**config.mk**
```make
export PLATFORM = sky130hd
export DESIGN_NAME = adder4_share_sched_flat
export DESIGN_NICKNAME = d
export VERILOG_FILES = /design/src/rtl/adder4_share_sched_pkg.sv /design/src/rtl/adder4_share_sched_if.sv /design/src/rtl/adder4_share_sched_rr_arbiter.sv /design/src/rtl/adder4_share_sched.sv /design/src/flat_wrapper.sv
export SDC_FILE = /design/constraint.sdc
export NUM_CORES = 1
export LEC_CHECK = 0
export CAP_MARGIN = 20
export CORE_AREA = 10 10 277 279
export CTS_BUF_LIST = sky130_fd_sc_hd__clkbuf_8
export DETAILED_ROUTE_END_ITERATION = 8
export DIE_AREA = 0 0 287 289
export PLACE_DENSITY = 0.31
export RECOVER_POWER = 100
export SLEW_MARGIN = 20
export SYNTH_ARGS = -nofsm -noshare
export SYNTH_HDL_FRONTEND = slang
export SYNTH_HIERARCHICAL = 1
export SYNTH_SLANG_ARGS = --single-unit
```
**constraint.sdc**
```tcl
create_clock -name i_clkp -period 4.9 [get_ports i_clkp]
set_input_delay 0.98 -clock i_clkp [delete_from_list [all_inputs] [get_ports i_clkp]]
set_output_delay 0.98 -clock i_clkp [all_outputs]
set_load 0.01 [all_outputs]
```
**src/rtl/adder4_share_sched_pkg.sv**
```systemverilog
// rtl/adder4_share_sched_pkg.sv - shared types and helpers for the adder scheduler
package adder4_sched_pkg;

  typedef enum logic [0:0] {
    ARB  = 1'b0,
    LOCK = 1'b1
  } state_e;

  // Width of a requester id; a single requester still needs one bit.
  function automatic int idw(input int n);
    return (n > 1) ? $clog2(n) : 1;
  endfunction

endpackage

```
**src/rtl/adder4_share_sched_if.sv**
```systemverilog
// rtl/adder4_share_sched_if.sv - requester, shared-adder and result signals of the scheduler
interface adder4_share_sched_if #(
  parameter int Width = 32,
  parameter int NReq  = 4,
  parameter int L     = 3
);
  import adder4_sched_pkg::*;

  localparam int IdW = idw(NReq);
  localparam int IfW = $clog2(L + 1);

  logic [NReq-1:0]         i_req_valid;
  logic [NReq-1:0]         i_req_last;
  logic [NReq*4*Width-1:0] i_req_ops;
  logic [NReq-1:0]         i_req_cin;
  logic [NReq-1:0]         o_req_ready;
  logic [Width-1:0]        o_add_y;
  logic [Width-1:0]        o_add_z;
  logic [Width-1:0]        o_add_a;
  logic [Width-1:0]        o_add_b;
  logic                    o_add_c;
  logic [Width-1:0]        i_add_d;
  logic                    i_add_c;
  logic                    o_res_valid;
  logic [IdW-1:0]          o_res_id;
  logic [Width-1:0]        o_res_d;
  logic                    o_res_c;
  logic [IfW-1:0]          o_inflight;
  logic                    o_locked;

  modport master (
    output i_req_valid, i_req_last, i_req_ops, i_req_cin, i_add_d, i_add_c,
    input  o_req_ready, o_add_y, o_add_z, o_add_a, o_add_b, o_add_c,
    input  o_res_valid, o_res_id, o_res_d, o_res_c, o_inflight, o_locked
  );

  modport slave (
    input  i_req_valid, i_req_last, i_req_ops, i_req_cin, i_add_d, i_add_c,
    output o_req_ready, o_add_y, o_add_z, o_add_a, o_add_b, o_add_c,
    output o_res_valid, o_res_id, o_res_d, o_res_c, o_inflight, o_locked
  );

endinterface

```
**src/rtl/adder4_share_sched_rr_arbiter.sv**
```systemverilog
// rtl/adder4_share_sched_rr_arbiter.sv - combinational round-robin pick starting at a pointer
module rr_arbiter
  import adder4_sched_pkg::*;
#(
  parameter  int NReq = 4,
  localparam int IdW  = idw(NReq)
) (
  input  logic [NReq-1:0] req,
  input  logic [IdW-1:0]  ptr,
  output logic [NReq-1:0] gnt,
  output logic [IdW-1:0]  id
);

  logic           found;
  int             idx;
  logic [IdW-1:0] sel;

  always_comb begin
    gnt   = '0;
    id    = '0;
    found = 1'b0;
    idx   = 0;
    sel   = '0;
    for (int k = 0; k < NReq; k++) begin
      idx = int'(ptr) + k;
      if (idx >= NReq) idx = idx - NReq;
      sel = idx[IdW-1:0];
      if (!found && req[sel]) begin
        found    = 1'b1;
        gnt[sel] = 1'b1;
        id       = sel;
      end
    end
  end

endmodule

```
**src/rtl/adder4_share_sched.sv**
```systemverilog
// rtl/adder4_share_sched.sv - round-robin scheduler time-sharing one pipelined 4-operand adder
module adder4_share_sched
  import adder4_sched_pkg::*;
#(
  parameter int Width = 32,
  parameter int NReq  = 4,
  parameter int L     = 3
) (
  input logic                 i_clkp,
  input logic                 i_rstn,
  adder4_share_sched_if.slave bus
);

  localparam int IdW = idw(NReq);
  localparam int IfW = $clog2(L + 1);
  localparam logic [0:0] ST_ARB  = ARB;
  localparam logic [0:0] ST_LOCK = LOCK;

  logic [0:0]      state;
  logic [IdW-1:0]  rr_ptr;
  logic [IdW-1:0]  owner;
  logic [NReq-1:0] arb_req;
  logic [NReq-1:0] gnt;
  logic [IdW-1:0]  arb_ptr;
  logic [IdW-1:0]  win_id;
  logic [IdW-1:0]  next_ptr;
  logic            xfer;
  logic            xfer_last;
  logic [L-1:0]    tag_v;
  logic [IdW-1:0]  tag_id [L];
  logic [IfW-1:0]  inflight;

  // A burst owner is the only candidate; nobody is granted while reset is held.
  always_comb begin
    if (state == ST_LOCK) begin
      arb_req = bus.i_req_valid & (NReq'(1) << owner);
      arb_ptr = owner;
    end else begin
      arb_req = bus.i_req_valid;
      arb_ptr = rr_ptr;
    end
    if (!i_rstn) arb_req = '0;
  end

  rr_arbiter #(.NReq(NReq)) u_arb (
    .req(arb_req),
    .ptr(arb_ptr),
    .gnt(gnt),
    .id (win_id)
  );

  assign xfer      = |gnt;
  assign xfer_last = bus.i_req_last[win_id];
  assign next_ptr  = (win_id == IdW'(NReq - 1)) ? '0 : win_id + 1'b1;

  always_ff @(posedge i_clkp or negedge i_rstn) begin
    if (!i_rstn) begin
      state  <= ST_ARB;
      rr_ptr <= '0;
      owner  <= '0;
    end else if (xfer) begin
      if (xfer_last) begin
        state  <= ST_ARB;
        rr_ptr <= next_ptr;
      end else begin
        state <= ST_LOCK;
        owner <= win_id;
      end
    end
  end

  // Stage s holds the operation issued s+1 edges ago; idle cycles shift in bubbles.
  always_ff @(posedge i_clkp or negedge i_rstn) begin
    if (!i_rstn) begin
      tag_v <= '0;
      for (int s = 0; s < L; s++) tag_id[s] <= '0;
    end else begin
      tag_v[0]  <= xfer;
      tag_id[0] <= win_id;
      for (int s = 1; s < L; s++) begin
        tag_v[s]  <= tag_v[s-1];
        tag_id[s] <= tag_id[s-1];
      end
    end
  end

  always_ff @(posedge i_clkp or negedge i_rstn) begin
    if (!i_rstn) begin
      inflight <= '0;
    end else if (xfer && !tag_v[L-1]) begin
      inflight <= inflight + 1'b1;
    end else if (!xfer && tag_v[L-1]) begin
      inflight <= inflight - 1'b1;
    end
  end

  always_comb begin
    bus.o_add_y = '0;
    bus.o_add_z = '0;
    bus.o_add_a = '0;
    bus.o_add_b = '0;
    bus.o_add_c = 1'b0;
    if (xfer) begin
      bus.o_add_y = bus.i_req_ops[(int'(win_id) * 4 + 0) * Width +: Width];
      bus.o_add_z = bus.i_req_ops[(int'(win_id) * 4 + 1) * Width +: Width];
      bus.o_add_a = bus.i_req_ops[(int'(win_id) * 4 + 2) * Width +: Width];
      bus.o_add_b = bus.i_req_ops[(int'(win_id) * 4 + 3) * Width +: Width];
      bus.o_add_c = bus.i_req_cin[win_id];
    end
  end

  assign bus.o_req_ready = gnt;
  assign bus.o_res_valid = tag_v[L-1];
  assign bus.o_res_id    = tag_v[L-1] ? tag_id[L-1] : '0;
  assign bus.o_res_d     = tag_v[L-1] ? bus.i_add_d : '0;
  assign bus.o_res_c     = tag_v[L-1] & bus.i_add_c;
  assign bus.o_inflight  = inflight;
  assign bus.o_locked    = (state == ST_LOCK);

endmodule
```
**src/flat_wrapper.sv**
```systemverilog
// flat-port wrapper written by rule: the top's interface ports become plain ports
module adder4_share_sched_flat import adder4_sched_pkg::*;
#(
  parameter int Width = 32,
  parameter int NReq  = 4,
  parameter int L     = 3
)
  (i_clkp, i_rstn, bus_i_req_valid, bus_i_req_last, bus_i_req_ops, bus_i_req_cin, bus_i_add_d, bus_i_add_c, bus_o_req_ready, bus_o_add_y, bus_o_add_z, bus_o_add_a, bus_o_add_b, bus_o_add_c, bus_o_res_valid, bus_o_res_id, bus_o_res_d, bus_o_res_c, bus_o_inflight, bus_o_locked);
  adder4_share_sched_if #(.Width(Width), .NReq(NReq), .L(L)) bus_i ();
  input logic i_clkp;
  input logic i_rstn;
  input wire logic [$bits(bus_i.i_req_valid)-1:0] bus_i_req_valid;
  input wire logic [$bits(bus_i.i_req_last)-1:0] bus_i_req_last;
  input wire logic [$bits(bus_i.i_req_ops)-1:0] bus_i_req_ops;
  input wire logic [$bits(bus_i.i_req_cin)-1:0] bus_i_req_cin;
  input wire logic [$bits(bus_i.i_add_d)-1:0] bus_i_add_d;
  input wire logic [$bits(bus_i.i_add_c)-1:0] bus_i_add_c;
  output wire logic [$bits(bus_i.o_req_ready)-1:0] bus_o_req_ready;
  output wire logic [$bits(bus_i.o_add_y)-1:0] bus_o_add_y;
  output wire logic [$bits(bus_i.o_add_z)-1:0] bus_o_add_z;
  output wire logic [$bits(bus_i.o_add_a)-1:0] bus_o_add_a;
  output wire logic [$bits(bus_i.o_add_b)-1:0] bus_o_add_b;
  output wire logic [$bits(bus_i.o_add_c)-1:0] bus_o_add_c;
  output wire logic [$bits(bus_i.o_res_valid)-1:0] bus_o_res_valid;
  output wire logic [$bits(bus_i.o_res_id)-1:0] bus_o_res_id;
  output wire logic [$bits(bus_i.o_res_d)-1:0] bus_o_res_d;
  output wire logic [$bits(bus_i.o_res_c)-1:0] bus_o_res_c;
  output wire logic [$bits(bus_i.o_inflight)-1:0] bus_o_inflight;
  output wire logic [$bits(bus_i.o_locked)-1:0] bus_o_locked;
  assign bus_i.i_req_valid = bus_i_req_valid;
  assign bus_i.i_req_last = bus_i_req_last;
  assign bus_i.i_req_ops = bus_i_req_ops;
  assign bus_i.i_req_cin = bus_i_req_cin;
  assign bus_i.i_add_d = bus_i_add_d;
  assign bus_i.i_add_c = bus_i_add_c;
  assign bus_o_req_ready = bus_i.o_req_ready;
  assign bus_o_add_y = bus_i.o_add_y;
  assign bus_o_add_z = bus_i.o_add_z;
  assign bus_o_add_a = bus_i.o_add_a;
  assign bus_o_add_b = bus_i.o_add_b;
  assign bus_o_add_c = bus_i.o_add_c;
  assign bus_o_res_valid = bus_i.o_res_valid;
  assign bus_o_res_id = bus_i.o_res_id;
  assign bus_o_res_d = bus_i.o_res_d;
  assign bus_o_res_c = bus_i.o_res_c;
  assign bus_o_inflight = bus_i.o_inflight;
  assign bus_o_locked = bus_i.o_locked;
  adder4_share_sched #(.Width(Width), .NReq(NReq), .L(L)) u_core (.i_clkp(i_clkp), .i_rstn(i_rstn), .bus(bus_i));
endmodule
```
# Yosys cells after proc, flatten, opt, wreduce, memory -nomap -nowiden
# Cells that the tools add are included.
# totals
output_inout_bits,172
input_bits,559
regBits,16
word_cells,113
# classes
n_addsub,13
order_cmp,13
bitwise_logic,6
n_mux,49
n_eq_ne,1
n_reduce_logical,18
n_shift,5
# ops
op,count
512-bit by 32-bit variable part select with 32-bit output,3
512-bit by 10-bit variable part select with 32-bit output,1
32-bit 2-to-1 mux,5
2-bit 2-to-1 mux,13
4-bit 2-to-1 mux,6
2-bit by 3-bit less-than comparator with 1-bit output (second input constant),5
1-bit 2-to-1 mux,15
1-bit binary-select mux with 2-bit select,6
4-bit bitwise OR,3
4-bit by 2-bit adder with 5-bit output (second input constant),2
2-bit by 1-bit subtractor with 2-bit output (second input constant),5
3-bit >= comparator (second input constant),3
1-bit logical AND,9
1-bit demux with 2-bit select,4
2-bit by 1-bit >= comparator with 1-bit output (second input constant),4
2-bit by 2-bit adder with 3-bit output (second input constant),2
4-bit by 1-bit adder with 5-bit output (second input constant),1
1-bit logical NOT,5
2-bit by 1-bit adder with 2-bit output (second input constant),2
4-bit AND,1
2-bit AND reduction,2
4-bit OR reduction,1
1-bit by 2-bit left shift with 4-bit output (first input constant),1
2-bit by 1-bit adder with 3-bit output (second input constant),1
5 further kinds,5

# Depth between registers and ports, before layout
# depth
ltp_word,21
ltp_mapped,15
ltp_nobuf,13

# Hierarchy
# Netlist, hierarchy kept.
# modules_own_cells
mod,area_per_inst_um2,n_inst,seq_area_each_um2,cells_each
adder4_share_sched,4869.7,1,400.4,393
rr_arbiter,439.2,1,0.0,48

# Least setup slack after synthesis
# Ideal clock, no wire load.
# synth_timing
path_type,input-to-output
startpoint,input i_rstn
endpoint,output bus_o_add_a[15]
cell_stages,9
n_path_buf,4
arrival_ns,3.408
slack_ns,0.512
t_required_ns,3.920
path_cell_list,and3_1 mux4_2 buf_2 o31ai_1 buf_6 buf_6 buf_6 mux4_2 and2_1
# synth_via
elab_chain_cells,16
elab_cells_between_ends,33
cone_classes,add/sub: 1; shift: 1; mux: 21; bitwise: 3; reduce/logical: 7
# synth_lines
item,line,text
"start, declared",flat_wrapper.sv:11,input logic i_rstn;
4-bit 2-to-1 mux (*),adder4_share_sched.sv:42,if (!i_rstn) arb_req = '0;
1-bit binary-select mux with 2-bit select,adder4_share_sched_rr_arbiter.sv:28,if (!found && req[sel]) begin
1-bit 2-to-1 mux (not written as such),adder4_share_sched_rr_arbiter.sv:28,
1-bit 2-to-1 mux,adder4_share_sched_rr_arbiter.sv:28,
1-bit logical NOT,adder4_share_sched_rr_arbiter.sv:28,
1-bit logical AND,adder4_share_sched_rr_arbiter.sv:28,
1-bit 2-to-1 mux,adder4_share_sched_rr_arbiter.sv:28,
1-bit logical NOT,adder4_share_sched_rr_arbiter.sv:28,
1-bit logical AND,adder4_share_sched_rr_arbiter.sv:28,
1-bit 2-to-1 mux,adder4_share_sched_rr_arbiter.sv:28,
1-bit logical NOT,adder4_share_sched_rr_arbiter.sv:28,
1-bit logical AND,adder4_share_sched_rr_arbiter.sv:28,
2-bit 2-to-1 mux (*),adder4_share_sched_rr_arbiter.sv:28,
net u_core.win_id[0],adder4_share_sched.sv:25,logic [IdW-1:0] win_id;
4-bit by 2-bit adder with 5-bit output (*),adder4_share_sched.sv:106,bus.o_add_a = bus.i_req_ops[(int'(win_id) * 4 + 2) * Width +: Width];
512-bit by 32-bit variable part select with 32-bit output (*),adder4_share_sched.sv:106,
32-bit 2-to-1 mux (*),adder4_share_sched.sv:103,if (xfer) begin
"end, declared",flat_wrapper.sv:21,output wire logic [$bits(bus_i.o_add_a)-1:0] bus_o_add_a;
# Mark *: on every way through the listed nets, which the timed path passes. The rest lies on a longest branch. The select of a mux whose other input is x is not followed.

# Worst setup path in the final report
# layout_timing
startpoint,input bus_i_req_valid[2]
endpoint,output bus_o_add_y[6]
# layout_via
elab_chain_cells,17
elab_cells_between_ends,34
cone_classes,shift: 1; mux: 22; bitwise: 4; reduce/logical: 7
# layout_lines
item,line,text
"start, declared",flat_wrapper.sv:12,input wire logic [$bits(bus_i.i_req_valid)-1:0] bus_i_req_valid;
4-bit AND,adder4_share_sched.sv:36,arb_req = bus.i_req_valid & (NReq'(1) << owner);
4-bit 2-to-1 mux (*),adder4_share_sched.sv:35,if (state == ST_LOCK) begin
4-bit 2-to-1 mux (*),adder4_share_sched.sv:42,
net u_core.arb_req[2],adder4_share_sched.sv:22,logic [NReq-1:0] arb_req;
1-bit binary-select mux with 2-bit select,adder4_share_sched_rr_arbiter.sv:28,
1-bit 2-to-1 mux (not written as such),adder4_share_sched_rr_arbiter.sv:28,
1-bit 2-to-1 mux,adder4_share_sched_rr_arbiter.sv:28,
1-bit logical NOT,adder4_share_sched_rr_arbiter.sv:28,
[3 not listed],-,
1-bit logical AND,adder4_share_sched_rr_arbiter.sv:28,
1-bit 2-to-1 mux,adder4_share_sched_rr_arbiter.sv:28,
1-bit logical NOT,adder4_share_sched_rr_arbiter.sv:28,
1-bit logical AND,adder4_share_sched_rr_arbiter.sv:28,
2-bit 2-to-1 mux (*),adder4_share_sched_rr_arbiter.sv:28,
net u_core.win_id[0],adder4_share_sched.sv:25,
512-bit by 10-bit variable part select with 32-bit output (*),adder4_share_sched.sv:104,bus.o_add_y = bus.i_req_ops[(int'(win_id) * 4 + 0) * Width +: Width];
32-bit 2-to-1 mux (*),adder4_share_sched.sv:103,
"end, declared",flat_wrapper.sv:19,output wire logic [$bits(bus_i.o_add_y)-1:0] bus_o_add_y;
# Marked as above.

==> qor.csv <==
metric,value,unit
net switching power,0.00783,W
post-synth top area cell,mux4_2,
Post-DRT Antenna Nets,0,
DR iter-0 viols,227,
Post-Layout Cell Count,2199,
critical path class,input port to output port,
Crit. Startpoint,bus_i_req_valid[2],
Core Region,71100,sq um
DR vias,7358,
Worst Hold Launch,u_core/tag_id[5]$_DFF_PN0_,
internal power,0.00922,W
Root Driver,clkbuf_8,
first-pass detailed-route iteration total,4,
worst reg2reg startpoint,u_core/bus.o_locked$_DFFE_PN0N_,
H-tree depth,1,
Yosys top cell area share,56.4,%
Post-route DRC,0,
Final WS setup,0.128,ns
GRT Resource Usage Total,11.9,%
CP max stage cell,mux4_2,
CTS tree,yes,
fin util,20.9,%
post-synthesis register bit count,16,
Ports,731,
Comb power frac,97.7,%
Placed Cells,2150,
element type at the critical path end,output port,
"Slew Viols, Final",0,
cell count after synthesis,441,
period utilization,97.4,%
P_leak,5.49,nW
placed cell area,14300,sq um
Startpoint Class,input port,
clock network power share,0.7,%
initial core utilization,7.46,%
cell area after layout,14900,sq um
Layout Skew,0.00253,ns
final hold vios,0,
first-pass GRT wire length,70300,um
die area,82900,sq um
"Seq/Total Area, Yosys",7.54,%
"Net count, final",1812,
Port Buffers,730,
Reg power frac,1.6,%
hold_buf cts,0,
routed vias/inst,3.35,
upper clock frequency limit,210,MHz
clock buffer depth,2,
pre-CTS setup slack,-0.815,ns
Min-Delay Path Class,flop to flop,
Synth area leaders,"mux4_2 (56%), and2_1 (19%), dfrtp_1 (7.5%)",
Layout area overhead,180,%
final setup vio count,0,
Worst slew margin,42.6,%
clk sinks,16,
Mean Syn Cell Area,12.0,sq um
WL final,53300,um
Power Density,1150,nW/um^2
initial antenna violation count,5,
Synth Warn #,6,
Net Sw Frac,45.9,%
Worst-Skew Late Latency,0.25,ns
Critical Path Fanout Max,7,
worst path cell trace,clkdlybuf4s15_1 > and3_4 > mux4_2 > nor2b_4 > o21ai_2 > o31ai_4 > buf_6 > buf_12 > buf_12 > buf_4 > mux4_2 > and2_1 > clkdlybuf4s15_1,
Worst path max stage delay,0.56,ns
# rows,98,
Detail Placement HPWL,47700,um
clk slew on worst S/H paths,0.06,ns
Max Cap Viol,0,
layout cells sized above 1,28.4,%
Die X,287,um
pin count of the biggest net entering global routing,42,
VDD IR max,0.000473,V
Num CTS Buffers,3,
status,finished clean,
vias in the first global route,8428,
wire length per cell,24.2,um
die height,289,um
GRT overflow,0,
CP Data Required Time,3.92,ns
slew of the pin with the lowest slew margin,0.860,ns
post-synth net total,1007,
final worst path period need,4.77,ns
Yosys cell types,36,
Syn Std Cell Area,5310,sq um
Final GP Congestion,0.826,
WP data arrival,3.79,ns
## routing by layer
metal / share of wire (%) / GRT usage, % / vias up
met5: 0.013 / 0 / -
met4: 0.30 / 0.681 / 2
met3: 8.7 / 4.07 / 8
met2: 53 / 22.3 / 402
met1: 38 / 13.3 / 3587
li1: - / - / 3359
## Yosys cell counts
master,count
and2_1,164
a221oi_2,1
nand3_1,2
o21ai_1,1
inv_1,6
mux4_2,133
nand2_1,11
a21oi_1,4
nor2_1,4
nor2b_1,4
dfrtp_1,16
xnor2_1,1
o211ai_1,1
and3_1,2
o2bb2ai_1,6
nor3_1,2
nand3b_1,1
buf_4,1
o21ai_0,4
xor2_1,2
a221oi_1,4
a211oi_1,1
nand2b_1,1
buf_2,19
buf_6,11
mux2_2,4
mux2_1,1
nand2b_4,1
clkbuf_1,18
ha_1,7
nor3_4,1
mux2i_1,3
o21a_1,1
nor2b_4,1
o31ai_1,1
nor4_4,1
## cell type report
cell class,instances,area [sq um]
sequential,16,400
inverter,6,36.3
multi-input combinational,370,4780
timing repair inverter,1,6.26
clock buffer,4,55.1
timing repair buffer,848,8410
fill,7763,56200
tap,950,1190
antenna,4,10.0
## power by group through the flow
stage	logic, W	clock network (W)	registers, W
2_1_floorplan	0.00765	0	0.000251
3_3_place_gp	0.0170	0	0.000278
3_5_place_dp	0.0169	0	0.000282
4_1_cts	0.0173	0.000123	0.000278
5_1_grt	0.0180	0.000129	0.000290
6_report	0.0167	0.000117	0.000272
## final timing paths
| kind | depth (start not counted) | slack, ns | to |
|---|---|---|---|
| min in group asynchronous | 2 | 0.71 | u_core/bus.o_inflight[0]$_DFFE_PN0P_ |
| max in group asynchronous | 2 | 3.60 | u_core/rr_ptr[0]$_DFFE_PN0P_ |
| hold reg to reg | 0 | 0.35 | u_core/tag_id[3]$_DFF_PN0_ |
| setup / recovery | 13 | 0.13 | bus_o_add_y[6] |
| setup reg to reg | 16 | 0.92 | u_core/owner[1]$_DFFE_PN0P_ |
| hold / removal | 0 | 0.35 | u_core/tag_id[3]$_DFF_PN0_ |
## cell families (layout without fill, tap and decap cells)
| logic type | after synthesis | count (layout) | synth area share (%) |
|---|---|---|---|
| AND/OR/NAND/NOR | 195 | 195 | 23.0 |
| multiplexers | 141 | 141 | 58.0 |
| buffers and inverters | 55 | 859 | 5.96 |
| AO/OA/AOI/OAI | 24 | 24 | 3.35 |
| flip-flops | 16 | 16 | 7.54 |
| adder cells (fa/ha/maj) | 7 | 7 | 1.65 |
| XOR/XNOR | 3 | 3 | 0.495 |
| other | 0 | 4 | 0 |
## placed cells by master (no fill, tap or decap), drive strengths merged
cell / count
o31ai: 1
nand3: 2
o211ai: 1
ha: 7
clkbuf: 8
nor3: 3
nor2b: 5
buf: 162
dfrtp: 16
dlygate4sd2: 46
xor2: 2
nor2: 4
xnor2: 1
nand2b: 2
and3: 2
o2bb2ai: 6
nand2: 11
a221oi: 5
clkdlybuf4s50: 590
a21oi: 4
clkdlybuf4s15: 40
o21ai: 5
o21a: 1
mux4: 133
a211oi: 1
diode: 4
nor4: 1
mux2: 5
bufinv: 1
and2: 164
nand3b: 1
dlygate4sd3: 6
inv: 6
mux2i: 3
## flip-flops by register name, indices dropped and copies added, names as in the netlist
signal                 cells
u_core/owner               2
u_core/bus.o_inflight      2
u_core/tag_v               3
u_core/tag_id              6
u_core/bus.o_locked        1
u_core/rr_ptr              2
## per-stage QoR
step	hold slack, ns	TNS (ns)	total power (W)
after global routing	0.354	-0.0123	0.0184
after detailed placement	0.335	-85.79	0.0172
after global placement	0.334	-95.41	0.0172
after CTS	0.349	0	0.0177
after floorplan	0.331	0	0.00790
final	0.348	0	0.0171
## critical path: cells and delay by family
| family | cells | cell delay, ns |
|---|---|---|
| multiplexers | 2 | 1.03 |
| AND/OR/NAND/NOR | 3 | 0.58 |
| AO/OA/AOI/OAI | 2 | 0.17 |
| buffers and inverters | 6 | 1.00 |
## what timing repair did
item	in CTS	in global routing
gates cloned	4	0
setup buffers	35	3
pin swaps	13	5
setup endpoints to repair	129	104
resized for setup	390	16
(Power assumes the default switching activity.)
